==> config.mk <==
export PLATFORM = sky130hd
export DESIGN_NAME = prism_sit_bank
export DESIGN_NICKNAME = d
export VERILOG_FILES = /design/src/rtl/prism_sit_pkg.sv /design/src/rtl/prism_sit_loader.sv /design/src/rtl/prism_sit_bank.sv
export SDC_FILE = /design/constraint.sdc
export NUM_CORES = 1
export LEC_CHECK = 0
export CAP_MARGIN = 15
export CORE_MARGIN = 2
export CORE_UTILIZATION = 55
export CTS_BUF_LIST = sky130_fd_sc_hd__clkbuf_16
export DETAILED_ROUTE_END_ITERATION = 10
export PLACE_DENSITY = 0.78
export SLEW_MARGIN = 20
export SYNTH_ARGS = -nofsm -noshare
export SYNTH_HDL_FRONTEND = slang
export SYNTH_HIERARCHICAL = 1
export SYNTH_SLANG_ARGS = --single-unit
==> constraint.sdc <==
create_clock -name clk -period 9.3 [get_ports clk]
set_input_delay 2.79 -clock clk [delete_from_list [all_inputs] [get_ports clk]]
set_output_delay 2.79 -clock clk [all_outputs]
set_load 0.03 [all_outputs]
==> src/rtl/prism_sit_pkg.sv <==
// Shared definitions for the PRISM State Information Table: debug register
// offsets, loader FSM states and an elaboration-time clog2 helper.
package prism_sit_pkg;

  localparam logic [5:0] SIT_CTRL   = 6'h00;
  localparam logic [5:0] SIT_FILL   = 6'h04;
  localparam logic [5:0] SIT_RDSEL  = 6'h08;
  localparam logic [5:0] SIT_STATUS = 6'h0C;

  typedef enum logic [1:0] {
    ST_IDLE,
    ST_FILL,
    ST_COMMIT,
    ST_SETTLE
  } sit_state_e;

  function automatic int sit_clog2(input int n);
    int r;
    r = 0;
    for (int i = 0; i < 31; i++) begin
      if ((1 << i) < n) r = i + 1;
    end
    return r;
  endfunction

endpackage

==> src/rtl/prism_sit_loader.sv <==
// Word-serial fill/commit sequencer for the SIT: stages debug words, commits
// a full entry at ptr, then optionally advances ptr. Tracks sticky overflow.
module prism_sit_loader
  import prism_sit_pkg::*;
#(
  parameter int WIDTH  = 80,
  parameter int DEPTH  = 4,
  parameter int A_BITS = 2,
  parameter int NWORDS = 3
) (
  input  logic              clk,
  input  logic              rst,
  input  logic              ctrl_wr,
  input  logic              fill_wr,
  input  logic              status_wr,
  input  logic [31:0]       wdata,
  output logic [A_BITS-1:0] ptr,
  output logic              ainc,
  output logic              busy,
  output logic              filling,
  output logic              ovf,
  output logic [DEPTH-1:0]  ent_we,
  output logic [WIDTH-1:0]  ent_wdata
);

  sit_state_e               state_q, state_d;
  logic [A_BITS-1:0]        ptr_q, ptr_d;
  logic                     ainc_q, ainc_d;
  logic [2:0]               wr_word_q, wr_word_d;
  logic                     ovf_q, ovf_d;
  logic [NWORDS*32-1:0]     stage_q, stage_d;

  always_ff @(posedge clk) begin
    if (rst) begin
      state_q   <= ST_IDLE;
      ptr_q     <= '0;
      ainc_q    <= 1'b0;
      wr_word_q <= '0;
      ovf_q     <= 1'b0;
      stage_q   <= '0;
    end else begin
      state_q   <= state_d;
      ptr_q     <= ptr_d;
      ainc_q    <= ainc_d;
      wr_word_q <= wr_word_d;
      ovf_q     <= ovf_d;
      stage_q   <= stage_d;
    end
  end

  always_comb begin
    state_d   = state_q;
    ptr_d     = ptr_q;
    ainc_d    = ainc_q;
    wr_word_d = wr_word_q;
    ovf_d     = ovf_q;
    stage_d   = stage_q;
    busy      = (state_q == ST_COMMIT) || (state_q == ST_SETTLE);
    filling   = (state_q == ST_FILL);

    if (status_wr && wdata[1]) ovf_d = 1'b0;
    // Accesses that would disturb an in-flight commit are lost, so flag them.
    if (busy && (ctrl_wr || fill_wr)) ovf_d = 1'b1;

    case (state_q)
      ST_IDLE, ST_FILL: begin
        if (ctrl_wr) begin
          ptr_d     = wdata[A_BITS-1:0];
          ainc_d    = wdata[8];
          wr_word_d = '0;
          state_d   = ST_IDLE;
        end else if (fill_wr) begin
          stage_d[int'(wr_word_q)*32 +: 32] = wdata;
          if (wr_word_q == 3'(NWORDS - 1)) begin
            wr_word_d = '0;
            state_d   = ST_COMMIT;
          end else begin
            wr_word_d = wr_word_q + 3'd1;
            state_d   = ST_FILL;
          end
        end
      end
      ST_COMMIT: state_d = ST_SETTLE;
      ST_SETTLE: begin
        if (ainc_q) ptr_d = (ptr_q == A_BITS'(DEPTH - 1)) ? '0 : ptr_q + 1'b1;
        state_d = ST_IDLE;
      end
      default: state_d = ST_IDLE;
    endcase
  end

  always_comb begin
    ent_we = '0;
    for (int i = 0; i < DEPTH; i++) begin
      ent_we[i] = (state_q == ST_COMMIT) && (ptr_q == A_BITS'(i));
    end
  end

  assign ent_wdata = stage_q[WIDTH-1:0];
  assign ptr       = ptr_q;
  assign ainc      = ainc_q;
  assign ovf       = ovf_q;

endmodule

==> src/rtl/prism_sit_bank.sv <==
// PRISM State Information Table: entry storage, independent read ports for the
// state-machine core, and debug-bus register decode/readback.
module prism_sit_bank
  import prism_sit_pkg::*;
#(
  parameter int WIDTH   = 80,
  parameter int DEPTH   = 4,
  parameter int NPORTS  = 2,
  parameter int REG_OUT = 0,
  localparam int A_BITS = sit_clog2(DEPTH),
  localparam int NWORDS = (WIDTH + 31) / 32
) (
  input  logic                     clk,
  input  logic                     rst,
  input  logic [5:0]               debug_addr,
  input  logic                     debug_wr,
  input  logic [31:0]              debug_wdata,
  output logic [31:0]              debug_rdata,
  input  logic [NPORTS*A_BITS-1:0] raddr,
  output logic [NPORTS*WIDTH-1:0]  rdata,
  output logic                     busy
);

  logic [WIDTH-1:0]  mem_q [DEPTH];
  logic [WIDTH-1:0]  mem_d [DEPTH];
  logic [2:0]        rd_word_q, rd_word_d;
  logic [A_BITS-1:0] ptr;
  logic              ainc, filling, ovf;
  logic [DEPTH-1:0]  ent_we;
  logic [WIDTH-1:0]  ent_wdata;
  logic [255:0]      sel_words;

  prism_sit_loader #(
    .WIDTH (WIDTH),
    .DEPTH (DEPTH),
    .A_BITS(A_BITS),
    .NWORDS(NWORDS)
  ) u_loader (
    .clk      (clk),
    .rst      (rst),
    .ctrl_wr  (debug_wr && (debug_addr == SIT_CTRL)),
    .fill_wr  (debug_wr && (debug_addr == SIT_FILL)),
    .status_wr(debug_wr && (debug_addr == SIT_STATUS)),
    .wdata    (debug_wdata),
    .ptr      (ptr),
    .ainc     (ainc),
    .busy     (busy),
    .filling  (filling),
    .ovf      (ovf),
    .ent_we   (ent_we),
    .ent_wdata(ent_wdata)
  );

  always_ff @(posedge clk) begin
    if (rst) begin
      for (int i = 0; i < DEPTH; i++) mem_q[i] <= '0;
      rd_word_q <= '0;
    end else begin
      for (int i = 0; i < DEPTH; i++) mem_q[i] <= mem_d[i];
      rd_word_q <= rd_word_d;
    end
  end

  always_comb begin
    for (int i = 0; i < DEPTH; i++) begin
      mem_d[i] = ent_we[i] ? ent_wdata : mem_q[i];
    end
    rd_word_d = (debug_wr && (debug_addr == SIT_RDSEL)) ? debug_wdata[2:0] : rd_word_q;
  end

  // Entry at ptr padded to 8 words so every rd_word value selects in range.
  always_comb begin
    sel_words = '0;
    if (int'(ptr) < DEPTH) sel_words[WIDTH-1:0] = mem_q[ptr];
  end

  always_comb begin
    debug_rdata = '0;
    case (debug_addr)
      SIT_CTRL:   debug_rdata = {busy, 23'b0, ainc, 7'(ptr)};
      SIT_RDSEL:  if (int'(rd_word_q) < NWORDS) debug_rdata = sel_words[int'(rd_word_q)*32 +: 32];
      SIT_STATUS: debug_rdata = {29'b0, filling, ovf, busy};
      default:    debug_rdata = '0;
    endcase
  end

  for (genvar p = 0; p < NPORTS; p++) begin : g_port
    logic [A_BITS-1:0] ra;
    logic [WIDTH-1:0]  rd_c;

    assign ra = raddr[p*A_BITS +: A_BITS];

    always_comb begin
      rd_c = '0;
      if (int'(ra) < DEPTH) rd_c = mem_q[ra];
    end

    if (REG_OUT != 0) begin : g_reg
      logic [WIDTH-1:0] rd_q, rd_d;
      assign rd_d = rd_c;
      always_ff @(posedge clk) begin
        if (rst) rd_q <= '0;
        else     rd_q <= rd_d;
      end
      assign rdata[p*WIDTH +: WIDTH] = rd_q;
    end else begin : g_comb
      assign rdata[p*WIDTH +: WIDTH] = rd_c;
    end
  end

endmodule
## Word level (Yosys, flattened, before mapping)

Memory sizes are Yosys's and may differ from the RTL's. A register that Yosys moved wholly into a read port is not among the register bits.
Cells that the tools add are included.

| operators by class | value |
|---|---|
| add/subtract/negate cells | 3 |
| magnitude comparators | 1 |
| equal/unequal tests | 17 |
| shift operators | 3 |
| multiplexer cells | 29 |
| bitwise gates (word level) | 5 |
| reduce and logical (&&, ||, !) cells | 27 |

Operator list:

| kind | number |
|---|---|
| 80-bit two-way mux | 8 |
| 256-bit by 9-bit variable part select with 32-bit output | 1 |
| 96-bit bitwise mux | 1 |
| 32-bit one-hot mux with 3 select lines | 1 |
| 32-bit by 33-bit variable shift with 96-bit output (first input constant) | 1 |
| 32-bit by 33-bit variable part select with 96-bit output | 1 |
| 8-bit negator with 33-bit output | 1 |
| 32-bit two-way mux | 1 |
| 2-bit two-way mux | 8 |
| 6-bit by 4-bit equality test with 1-bit output (second input constant) | 2 |
| 2-bit AND reduction | 6 |
| 1-bit logical AND | 10 |
| 3-bit two-way mux | 3 |
| 2-bit equality test (second input constant) | 4 |
| 6-bit by 3-bit equality test with 1-bit output (second input constant) | 1 |
| 6-bit logical NOT | 1 |
| 2-bit one-hot mux with 3 select lines | 1 |
| 3-bit AND reduction | 2 |
| 2-bit nonzero test | 3 |
| 1-bit two-way mux | 5 |
| 2-bit by 1-bit equality test with 1-bit output (second input constant) | 2 |
| 2-bit logical NOT | 2 |
| 1-bit != test (second input constant) | 4 |
| 2-bit by 1-bit != test with 1-bit output (second input constant) | 2 |
| other kinds (10) | 14 |

| storage, ports and cells | value |
|---|---|
| register bits | 108 |
| RAM bits | 320 |
| input bits | 45 |
| output and inout bits | 193 |
| word-level logic and storage cells | 93 |
| memories | 1 |

Memory list:

| name | depth | width | read ports | clocked after Yosys merged registers in | write ports | line | source |
|---|---|---|---|---|---|---|---|
| mem_q | 4 | 80 | 3 | 1 | 4 | prism_sit_bank.sv:24 | `logic [WIDTH-1:0] mem_q [DEPTH];` |

## Logic depth before layout (Yosys ltp)

Gate-level depths: netlist of the first run.

| depth | value |
|---|---|
| word-level depth | 6 |
| mapped depth | 9 |
| depth with buffers taken out | 7 |

## Cells and area by module

Netlist of the first run, hierarchy kept.

By module, submodules not included:

| module | instances | cells an instance | area each (um^2) | sequential area each (um^2) |
|---|---|---|---|---|
| prism_sit_bank | 1 | 1120 | 18312.6 | 9669.3 |
| prism_sit_loader | 1 | 427 | 3477.1 | 1781.7 |

## Least setup slack after synthesis of the first run

Ideal clock, no wire load.

| timing | value |
|---|---|
| path kind | input to output |
| start point | in debug_addr[1] |
| end point | out debug_rdata[31] |
| data arrival time | 4.462 ns |
| data required time | 6.510 ns |
| path slack | 2.048 ns |
| stages on the path | 5 |
| buffers on the path | 1 |
| path through | nor4_2 -> nand2_1 -> or4_1 -> buf_6 -> o21ai_0 |

| between the ends | value |
|---|---|
| word-level cells in the longest chain between the ends | 2 |
| elaborated cells between the ends (all ways) | 4 |
| those cells by class | eq/ne (2); mux (1); reduce/logical (1) |

RTL lines:

| what | line | source |
|---|---|---|
| start: declaration | prism_sit_bank.sv:15 | `input logic [5:0] debug_addr,` |
| 6-bit by 4-bit equality test with 1-bit output or 6-bit logical NOT (tied branches) | prism_sit_bank.sv:79 | `case (debug_addr)` |
| 32-bit one-hot mux with 3 select lines * | prism_sit_bank.sv:79 |  |
| end: declaration | prism_sit_bank.sv:18 | `output logic [31:0] debug_rdata,` |

Mark *: on every way between the ends. The rest lies on a longest branch, timed or not.

## Final worst setup path of the first run

Ends and elaborated chain as after synthesis.

==> impl_metrics.toml, run 1 <==
[clocking]
clkTransAtPathRegs_ps = 60
holdBufCountCts = 0
cts_root_buf = "clkbuf_16"
clkLatencyLatePin_ps = 540
numCtsBuffers = 43
post-cts-setup-buffers = 0
post_cts.resized_instances = 0
cts.sinks = 412
cts_htree_levels = 2
cts_tree = "done"
clock_tree.buffer_depth = 3

[critical_path]
r2r_setup_slack_ps = 6080
reg_to_reg_critical_path_startpoint = "u_loader/state_q[1]"
worstSetupPathType = "in -> out"
cp_data_required_time_ps = 6510
worst_path_most_repeated_cell = "clkdlybuf4s50_1"
timing.critical_path.cells = "clkdlybuf4s50_1, nor4_2, nand2_1, or4_1, buf_4, o21ai_0, clkdlybuf4s50_1"
cp_num_buf_inv = 3
critical_path.endpoint_type = "output port"
timing.critical_path.arrival_ps = 5650
r2r.worst_path.cells = 5
maximum_fanout_along_the_worst_path = 16
r2r_end = "mem_q[0][6]"
critical-path-max-stage-delay_ps = 740
cp_launch_type = "input pin"
critical_path_cell_with_the_highest_stage_delay = "clkdlybuf4s50_1"
crit_family = "buffers and inverters"

[pwr]
netSwitchingFraction_pct = 24.48
p_sw_w = 0.001074
power.clock.fraction_pct = 39.4
irDropWorstVdd_uv = 157.6
internal_power_w = 0.003311
power_density_nw_per_um2 = 169.5
seqPwrFrac_pct = 47.5
p_comb_share_pct = 13.1
static-leakage-power_nw = 8.669
fin_total_pwr_w = 0.004385

[logic_synthesis]
synth_seq_cells = 412
syn_area_um2 = 21790
number_of_distinct_library_cell_variants_in_the_gate_level_netlist_after_synthesis = 42
synth_warnings = 6
avg_synthesized_cell_area_um2 = 14.09
postSynthNetCount = 1601
synthArstFlopShare_pct = 0
post_synth_edffs = 320
yosysSeqAreaShare_pct = 52.55
ys_dominant_reg_cell = "edfxtp_1"
syn-instance-count = 1547

[floorplanning]
floorplan.rows = 72
dieArea_um2 = 41230
core_area_um2 = 38920
die_width_um = 203.0
design.portCount = 238
floorplan.initialDensity_pct = 55.99
vertical_die_dimension_um = 203.0

[run]
number_of_maximum_capacitance_constraint_violations = 0

[timing]
post-route-min-period_ps = 8438
rsz0062_at_grt = "false"
setup_viol = 0
final.hold.worst_slack_ps = 465.0
finalMaxSlewViolations = 0
worstMarginPinSlew_ps = 1109
fmax_ghz = 0.1185
fin_tns_setup_ps = 0
max-slew-margin-rel_pct = 25.89
timing.clock.skew_ps = 22.74
timing_hold_violations_final = 0
final_cycle_utilization_of_the_critical_path_pct = 90.74
final.setup.worst_slack_ps = 861.5

[hold_path]
hold_depth = 2
hold_start = "u_loader/ovf"
hold_end = "u_loader/ovf"
timing.hold.worst.class = "reg -> reg"

[global_route]
pin_count_of_the_biggest_net_entering_global_routing = 62
globalRouteOverflowTotal = 0
globalRouteTotalUtil_pct = 31.07
vias_in_the_first_global_route = 14730
wire_length_of_the_first_global_routing_pass_mm = 94.36
antenna_found_initial = 3

[placed_design]
io_buffer_count = 237
area_of_placed_instances_um2 = 24440
preCtsSetupSlack_ps = 894.4
routabilityCongestion = 0.8614
post-dp-hpwl_mm = 39.88

[drt]
drtIter0Drc = 1744
drt-total-wl_mm = 63.30
avgViaCountPerCell = 6.492
detail-route-antenna-nets = 0
vias = 14780
drc = 0
drt-wirelength-per-cell_um = 27.81
firstDrtPassIters = 5

[final_layout]
num-nets-final = 1775
post-route-cell-area_um2 = 25870
filler_cell_count = 2762
area_growth_syn_to_layout_pct = 18.74
layout_cells_sized_above_1_pct = 20.57

[outcome]
outcome = "completed"
## final cells by class
class	instances	area [um2]	area share [%]
repair buffers	265	2615	10.11
well taps	518	648.1	2.505
flip-flops and latches	412	11460	44.29
clock inverters	32	247.7	0.9575
multi-input cells	991	9689	37.45
diodes	3	7.507	0.02902
inverters	8	30.03	0.1161
clock buffers	47	1176	4.546
## routing by layer
layer	vias to the layer above	GRT usage (%)	share of wire, %
met5	-	0	0
met4	0	9.906	3.2
met3	111	4.864	11
met2	889	48.86	48
met1	7546	45.13	38
li1	6230	-	-
## power by group through the flow
| stage | sequential, W | combinational, W | clock (W) |
|---|---|---|---|
| final | 0.00208 | 0.000575 | 0.00173 |
| after global routing | 0.00209 | 0.000590 | 0.00181 |
| after CTS | 0.00208 | 0.000576 | 0.00173 |
| after detailed placement | 0.00212 | 0.000573 | 0 |
| after global placement | 0.00211 | 0.000574 | 0 |
| after floorplan | 0.00211 | 0.000344 | 0 |
## stage by stage
step	util [%]	std cells
6_report	66.48	2276
5_1_grt	66.48	2276
4_1_cts	66.46	2273
3_5_place_dp	62.80	2194
3_3_place_gp	62.80	2194
2_1_floorplan	-	1547
## worst reg2reg max path, delay by kind of cell (launching register included)
kind          cells  cell delay (ps)
buf+inv           1              560
simple gates      4             1830
flops             1              700
## registers in the layout, summed over array words and instances (netlist names)
register / flops
mem_q: 320
u_loader/stage_q: 80
rd_word_q: 3
u_loader/wr_word_q: 3
u_loader/ptr: 2
u_loader/state_q: 2
u_loader/ainc: 1
u_loader/ovf: 1
## cells in the mapped netlist, drive strengths merged, types with 7 or more instances
| master | number | area share (%) |
|---|---|---|
| inv | 8 | 0.14 |
| a21oi | 107 | 2.6 |
| mux2i | 14 | 0.64 |
| and2 | 329 | 9.4 |
| ha | 9 | 0.52 |
| nor2 | 17 | 0.29 |
| dfxtp | 92 | 8.5 |
| nand2 | 154 | 2.7 |
| nor2b | 7 | 0.20 |
| nand3 | 51 | 1.2 |
| edfxtp | 320 | 44 |
| o22ai | 8 | 0.23 |
| nor3 | 10 | 0.23 |
| mux4 | 238 | 25 |
| clkbuf | 81 | 1.4 |
| buf | 55 | 1.6 |
| a211oi | 11 | 0.38 |
## worst max path at each step
stage	from	to	depth (start not counted)
after floorplan	debug_addr[1]	debug_rdata[31]	5
after global placement	debug_addr[1]	debug_rdata[31]	7
after detailed placement	debug_addr[1]	debug_rdata[31]	7
after CTS	debug_addr[1]	debug_rdata[31]	7
after global routing	debug_addr[1]	debug_rdata[31]	7
final	debug_addr[1]	debug_rdata[31]	7
## logic make-up after synthesis
group                    synth area share (%)
flip-flops                              52.55
multiplexers                            25.29
adder cells (fa/ha/maj)                0.5168
AND/OR/NAND/NOR                         14.68
AO/OA/AOI/OAI                           3.796
buffers and inverters                   3.164
## cells in the final DEF, fill, tap and decap left out, drive strengths merged, types with 3 or more instances in the layout
master / count
and2: 329
edfxtp: 320
mux4: 238
clkdlybuf4s50: 232
nand2: 154
a21oi: 107
dfxtp: 92
nand3: 51
clkbuf: 47
buf: 33
clkinv: 19
nor2: 17
inv: 15
mux2i: 14
a211oi: 11
nor3: 10
ha: 9
o22ai: 8
nor2b: 7
o21ai: 6
or2: 6
o221ai: 4
bufinv: 4
diode: 3
nor4: 3
and3: 3
Power figures use the tool's default switching activity.
==> run 2: changes to the inputs <==
Settings changed: CAP_MARGIN 15 to 20.
==> results of run 2 <==
Same layout as run 1: the final DEF is identical, and so are final timing and power.
==> run 3: changes to the inputs <==
Settings changed: CAP_MARGIN 20 to unset, MAX_ROUTING_LAYER set to met4.
Clock period 9.3 ns to 7.8 ns, I/O delays scaled along.
==> run 3 against run 2 <==
- non-clock buffer count increased by 8
- final cell count up 0.26%
- combinational power is 20% higher
- via count rose by 0.70%
- global-route usage is 1.1 points higher
- clock power rose by 9%
- routed wire length grew 0.90%
- flip-flop and latch count is the same
- highest routed layer unchanged
==> impl_metrics.toml, run 3 (synthesized netlist as in run 1, its figures left out) <==
[outcome]
outcome = "completed"

[final_layout]
registers.top_by_ff_count = "mem_q"
final_core_util_pct = 66.74
multi_input_logic_area_um2 = 9689
layout.area.seq_um2 = 11460
filler_cell_count = 2703
reg_top3 = "mem_q (320), u_loader/stage_q (80)"
layout_cells_sized_above_1_pct = 21.00
most_frequent_standard_cell_in_the_layout_excluding_fill_and_tap_cells = "and2_1"
area_growth_syn_to_layout_pct = 19.20
num-nets-final = 1783
layout.cells.most_common_list = "329 x and2_1, 320 x edfxtp_1, 238 x mux4_2"
largest_register_ffs = 320

[drt]
drtIter0Drc = 1676
firstDrtPassIters = 5
drt-wirelength-per-cell_um = 27.99
detail-route-antenna-nets = 0
avgViaCountPerCell = 6.521
drc = 0
vias = 14880
drt-total-wl_mm = 63.87

[clocking]
cts_root_buf = "clkbuf_16"
numCtsBuffers = 43
cts.sinks = 412
cts_htree_levels = 2
clkLatencyLatePin_ps = 570
post_cts.resized_instances = 0
post-cts-setup-buffers = 0
clock_tree.buffer_depth = 3
clkTransAtPathRegs_ps = 60
cts_tree = "done"
holdBufCountCts = 0

[critical_path]
worstSetupPathType = "in -> out"
critical_path.endpoint_type = "output port"
timing.critical_path.arrival_ps = 4900
maximum_fanout_along_the_worst_path = 16
r2r_setup_slack_ps = 3950
reg_to_reg_critical_path_startpoint = "u_loader/ptr[1]"
r2r.worst_path.cells = 5
r2r_end = "mem_q[3][54]"
cp_data_required_time_ps = 5460
cp_launch_type = "input pin"

[floorplanning]
core_area_um2 = 38920
dieArea_um2 = 41230
floorplan.rows = 72
die_width_um = 203.0
floorplan.initialDensity_pct = 55.99
design.portCount = 238
vertical_die_dimension_um = 203.0

[pwr]
static-leakage-power_nw = 8.747
fin_total_pwr_w = 0.005067
netSwitchingFraction_pct = 25.38
p_comb_share_pct = 13.7
power.clock.fraction_pct = 37.3
p_sw_w = 0.001286
internal_power_w = 0.003781
irDropWorstVdd_uv = 176.2
seqPwrFrac_pct = 49.0
power_density_nw_per_um2 = 195.1

[timing]
fin_tns_setup_ps = 0
setup_viol = 0
timing.clock.skew_ps = 24.91
final_cycle_utilization_of_the_critical_path_pct = 92.79
fmax_ghz = 0.1382
worstMarginPinSlew_ps = 1103
post-route-min-period_ps = 7238
finalMaxSlewViolations = 0
timing_hold_violations_final = 0
rsz0062_at_grt = "false"
max-slew-margin-rel_pct = 26.33

[placed_design]
post-dp-hpwl_mm = 40.28
routabilityCongestion = 0.8827
io_buffer_count = 237

[hold_path]
hold_depth = 2
timing.hold.worst.class = "reg -> reg"
hold_start = "u_loader/ovf"
hold_end = "u_loader/ovf"

[global_route]
vias_in_the_first_global_route = 14470
globalRouteOverflowTotal = 0
globalRouteTotalUtil_pct = 32.20
wire_length_of_the_first_global_routing_pass_mm = 94.29
antenna_found_initial = 2
pin_count_of_the_biggest_net_entering_global_routing = 81

[run]
number_of_maximum_capacitance_constraint_violations = 0
run 3: cell count changes in the layout (fill, tap and decap cells not counted), sizes merged:
cell           change
clkdlybuf4s50      -8
buf               +16
clkinv             -1
clkbuf             -2
diode              -1
clkinvlp           -2
inv                +8
bufinv             -4
run 3: per-stage QoR:
stage	instances	hold slack [ps]	worst slack, ps	cell area (um2)
2_1_floorplan	1547	436.0	1448	21790
6_report	2282	480.8	562.3	25970
5_1_grt	2282	498.7	431.8	25970
3_3_place_gp	2198	452.6	543.7	24590
4_1_cts	2279	476.3	540.3	25950
3_5_place_dp	2201	466.2	541.6	24660
run 3: worst max-delay path by stage:
stage                             start         endpoint  slack [ps]  cells after the start
final                     debug_addr[1]  debug_rdata[23]         560                      7
after global routing      debug_addr[1]  debug_rdata[25]         430                      7
after CTS                 debug_addr[1]  debug_rdata[23]         540                      7
after detailed placement  debug_addr[1]  debug_rdata[23]         540                      7
after global placement    debug_addr[1]  debug_rdata[23]         540                      7
after floorplan           debug_addr[1]  debug_rdata[31]        1450                      5
run 3: critical path, cell delays in order:
cell and delay [ps]:
clkdlybuf4s50_1 430, nor4_2 540, nand2_1 90, or4_1 400
buf_4 240, a21oi_1 160, clkdlybuf4s50_1 690
run 3: layer usage:
metal,wire (um),vias to the layer above,track usage [%]
li1,-,6251,-
met1,24540,7615,44.80
met2,30860,897,49.54
met3,6572,117,5.377
met4,1908,0,9.619
met5,0,-,-
run 3: area by class of cell:
type                            instances  share of cell area (%)
Clock inverter                         33                  0.6263
Clock buffer                           45                   4.336
Inverter                                8                  0.1156
Multi-Input combinational cell        991                   37.31
Sequential cell                       412                   44.12
Timing Repair Buffer                  273                   10.98
Antenna cell                            2                 0.01927
Tap cell                              518                   2.495
run 3: power by group through the flow:
| stage | clock network, W | logic [W] | registers [W] |
|---|---|---|---|
| after floorplan | 0 | 0.000410 | 0.00251 |
| after global placement | 0 | 0.000690 | 0.00252 |
| after detailed placement | 0 | 0.000690 | 0.00253 |
| after CTS | 0.00190 | 0.000693 | 0.00248 |
| after global routing | 0.00199 | 0.000712 | 0.00249 |
| final | 0.00189 | 0.000692 | 0.00248 |
==> RTL edit (config.mk and constraints of run 3) <==
`REG_OUT`: 0 -> 1.
--- a/src/rtl/prism_sit_bank.sv
+++ b/src/rtl/prism_sit_bank.sv
@@ -8,3 +8,3 @@
   parameter int NPORTS  = 2,
-  parameter int REG_OUT = 0,
+  parameter int REG_OUT = 1,
   localparam int A_BITS = sit_clog2(DEPTH),
Function: same outputs for any inputs over 4 cycles, from zero or initial values and one cycle with rst high; that may be too few to reach the edited logic, so the function may still have changed.
==> RTL edit against run 3 <==
Final cell count up 20%; sequential cell count up 160; setup slack worse by 0.11 ns; wire length up 12%; final area up 18%; power up 32%; core utilization down 1.2 points; largest cell class unchanged; count of clock-buffer cells in the layout up 16; largest power group unchanged; synthesized area up 20%; critical path depth down 1.
==> RTL edit: results (changes against run 3) <==
Worst Path Arrival=5.00 ns (+0.10 ns); gr usage total=0.298 (-0.0238); FF-to-FF setup slack=4.70 ns (+0.75 ns); layout cell share with drive strength beyond 1=0.179 (-0.0308); DR vias=17.0k (+15%); global-route wire length before repair=106,000 um (+13%); placed inst area=28,800 sq um (+17%); worst-case hold path end point=u_loader/stage_q[77]; CTS Buf Count=57 (+33%); status=finished, final reports clean; WL final=71,300 um (+12%); initial drt markers=2,091 (+25%); min-delay src=u_loader/stage_q[77]; post-synthesis sequential area ratio=0.560 (+0.0348); synth cell count leaders=and2_1 (335), edfxtp_1 (320), dfxtp_1 (252); antenna violations before repair=0 (-2); GP Congestion=0.863 (-2.2%); pre-CTS WS=0.474 ns (-0.0673 ns); top cells by area, synth=edfxtp_1 (37%), mux4_2 (20%), dfxtp_1 (19%), and2_1 (8.0%), nor2b_1 (4.1%); Nets=2,131 (+20%); fill count=3,375 (+25%); syn_nets=1,964 (+23%); post-synth cell types=47 (+12%); Leakage Power=10.5 nW (+20%); VDD IR-drop max=0.000200 V (+13%); worst r2r src=u_loader/state_q[1]; Worst R2R End=mem_q[3][12]; Clock Skews=0.0168 ns (-0.00814 ns); Slew headroom=0.296 (+0.0328)
## RTL edit: final cells by class
type | instances | area share
Sequential cell | 572 | 0.479
Multi-Input combinational cell | 1176 | 0.352
Tap cell | 607 | 0.0248
Antenna cell | 3 | 0.000245
Inverter | 8 | 0.000981
Timing Repair Buffer | 262 | 0.0834
Clock buffer | 61 | 0.0499
Clock inverter | 47 | 0.00985
## RTL edit: how the worst max path moves through the flow
stage | slack [ns] | to | start | cells past startpoint
after detailed placement | 0.47 | debug_rdata[31] | debug_addr[1] | 6
after floorplan | 1.46 | debug_rdata[31] | debug_addr[1] | 5
after CTS | 0.49 | debug_rdata[31] | debug_addr[1] | 6
after global routing | 0.36 | debug_rdata[31] | debug_addr[1] | 6
after global placement | 0.61 | debug_rdata[31] | debug_addr[1] | 6
final | 0.46 | debug_rdata[31] | debug_addr[1] | 6
## RTL edit: per-stage QoR
step | utilization | cells | power, mW | hold WS, ns
after global placement | 0.616 | 2625 | 4.08 | 0.455
after global routing | 0.655 | 2733 | 6.89 | 0.499
final | 0.655 | 2736 | 6.71 | 0.482
after CTS | 0.655 | 2733 | 6.73 | 0.481
after detailed placement | 0.616 | 2625 | 4.09 | 0.466
after floorplan | - | 1910 | 3.82 | 0.436
## RTL edit: cells by family (layout without fill, tap and decap cells)
group | Yosys count | after routing | synth area share
AO/OA/AOI/OAI | 146 | 146 | 0.0328
adder cells (fa/ha/maj) | 9 | 9 | 0.00431
buffers and inverters | 162 | 378 | 0.0293
flip-flops | 572 | 572 | 0.560
multiplexers | 256 | 256 | 0.208
other | 0 | 3 | 0
AND/OR/NAND/NOR | 765 | 765 | 0.166
## RTL edit: routing by layer
layer	wire, um	global-route usage	up-vias
li1	-	-	7316
met1	28100	0.414	8591
met2	33900	0.454	1002
met5	0	-	-
met4	2340	0.106	0
met3	6980	0.0439	140
## RTL edit: report_power, final
group	switching, mW	total, mW	internal [mW]	leakage (nW)
clock network	1.17	2.68	1.51	0.952
logic	0.355	0.651	0.296	4.31
registers	0.0726	3.38	3.31	5.24
total	1.60	6.71	5.11	10.5
## RTL edit: critical path: stages
cell             delay (ns)
clkdlybuf4s50_1        0.45
nor4_4                 0.40
nand2_2                0.11
or4_4                  0.60
o21ai_0                0.29
clkdlybuf4s50_1        0.80
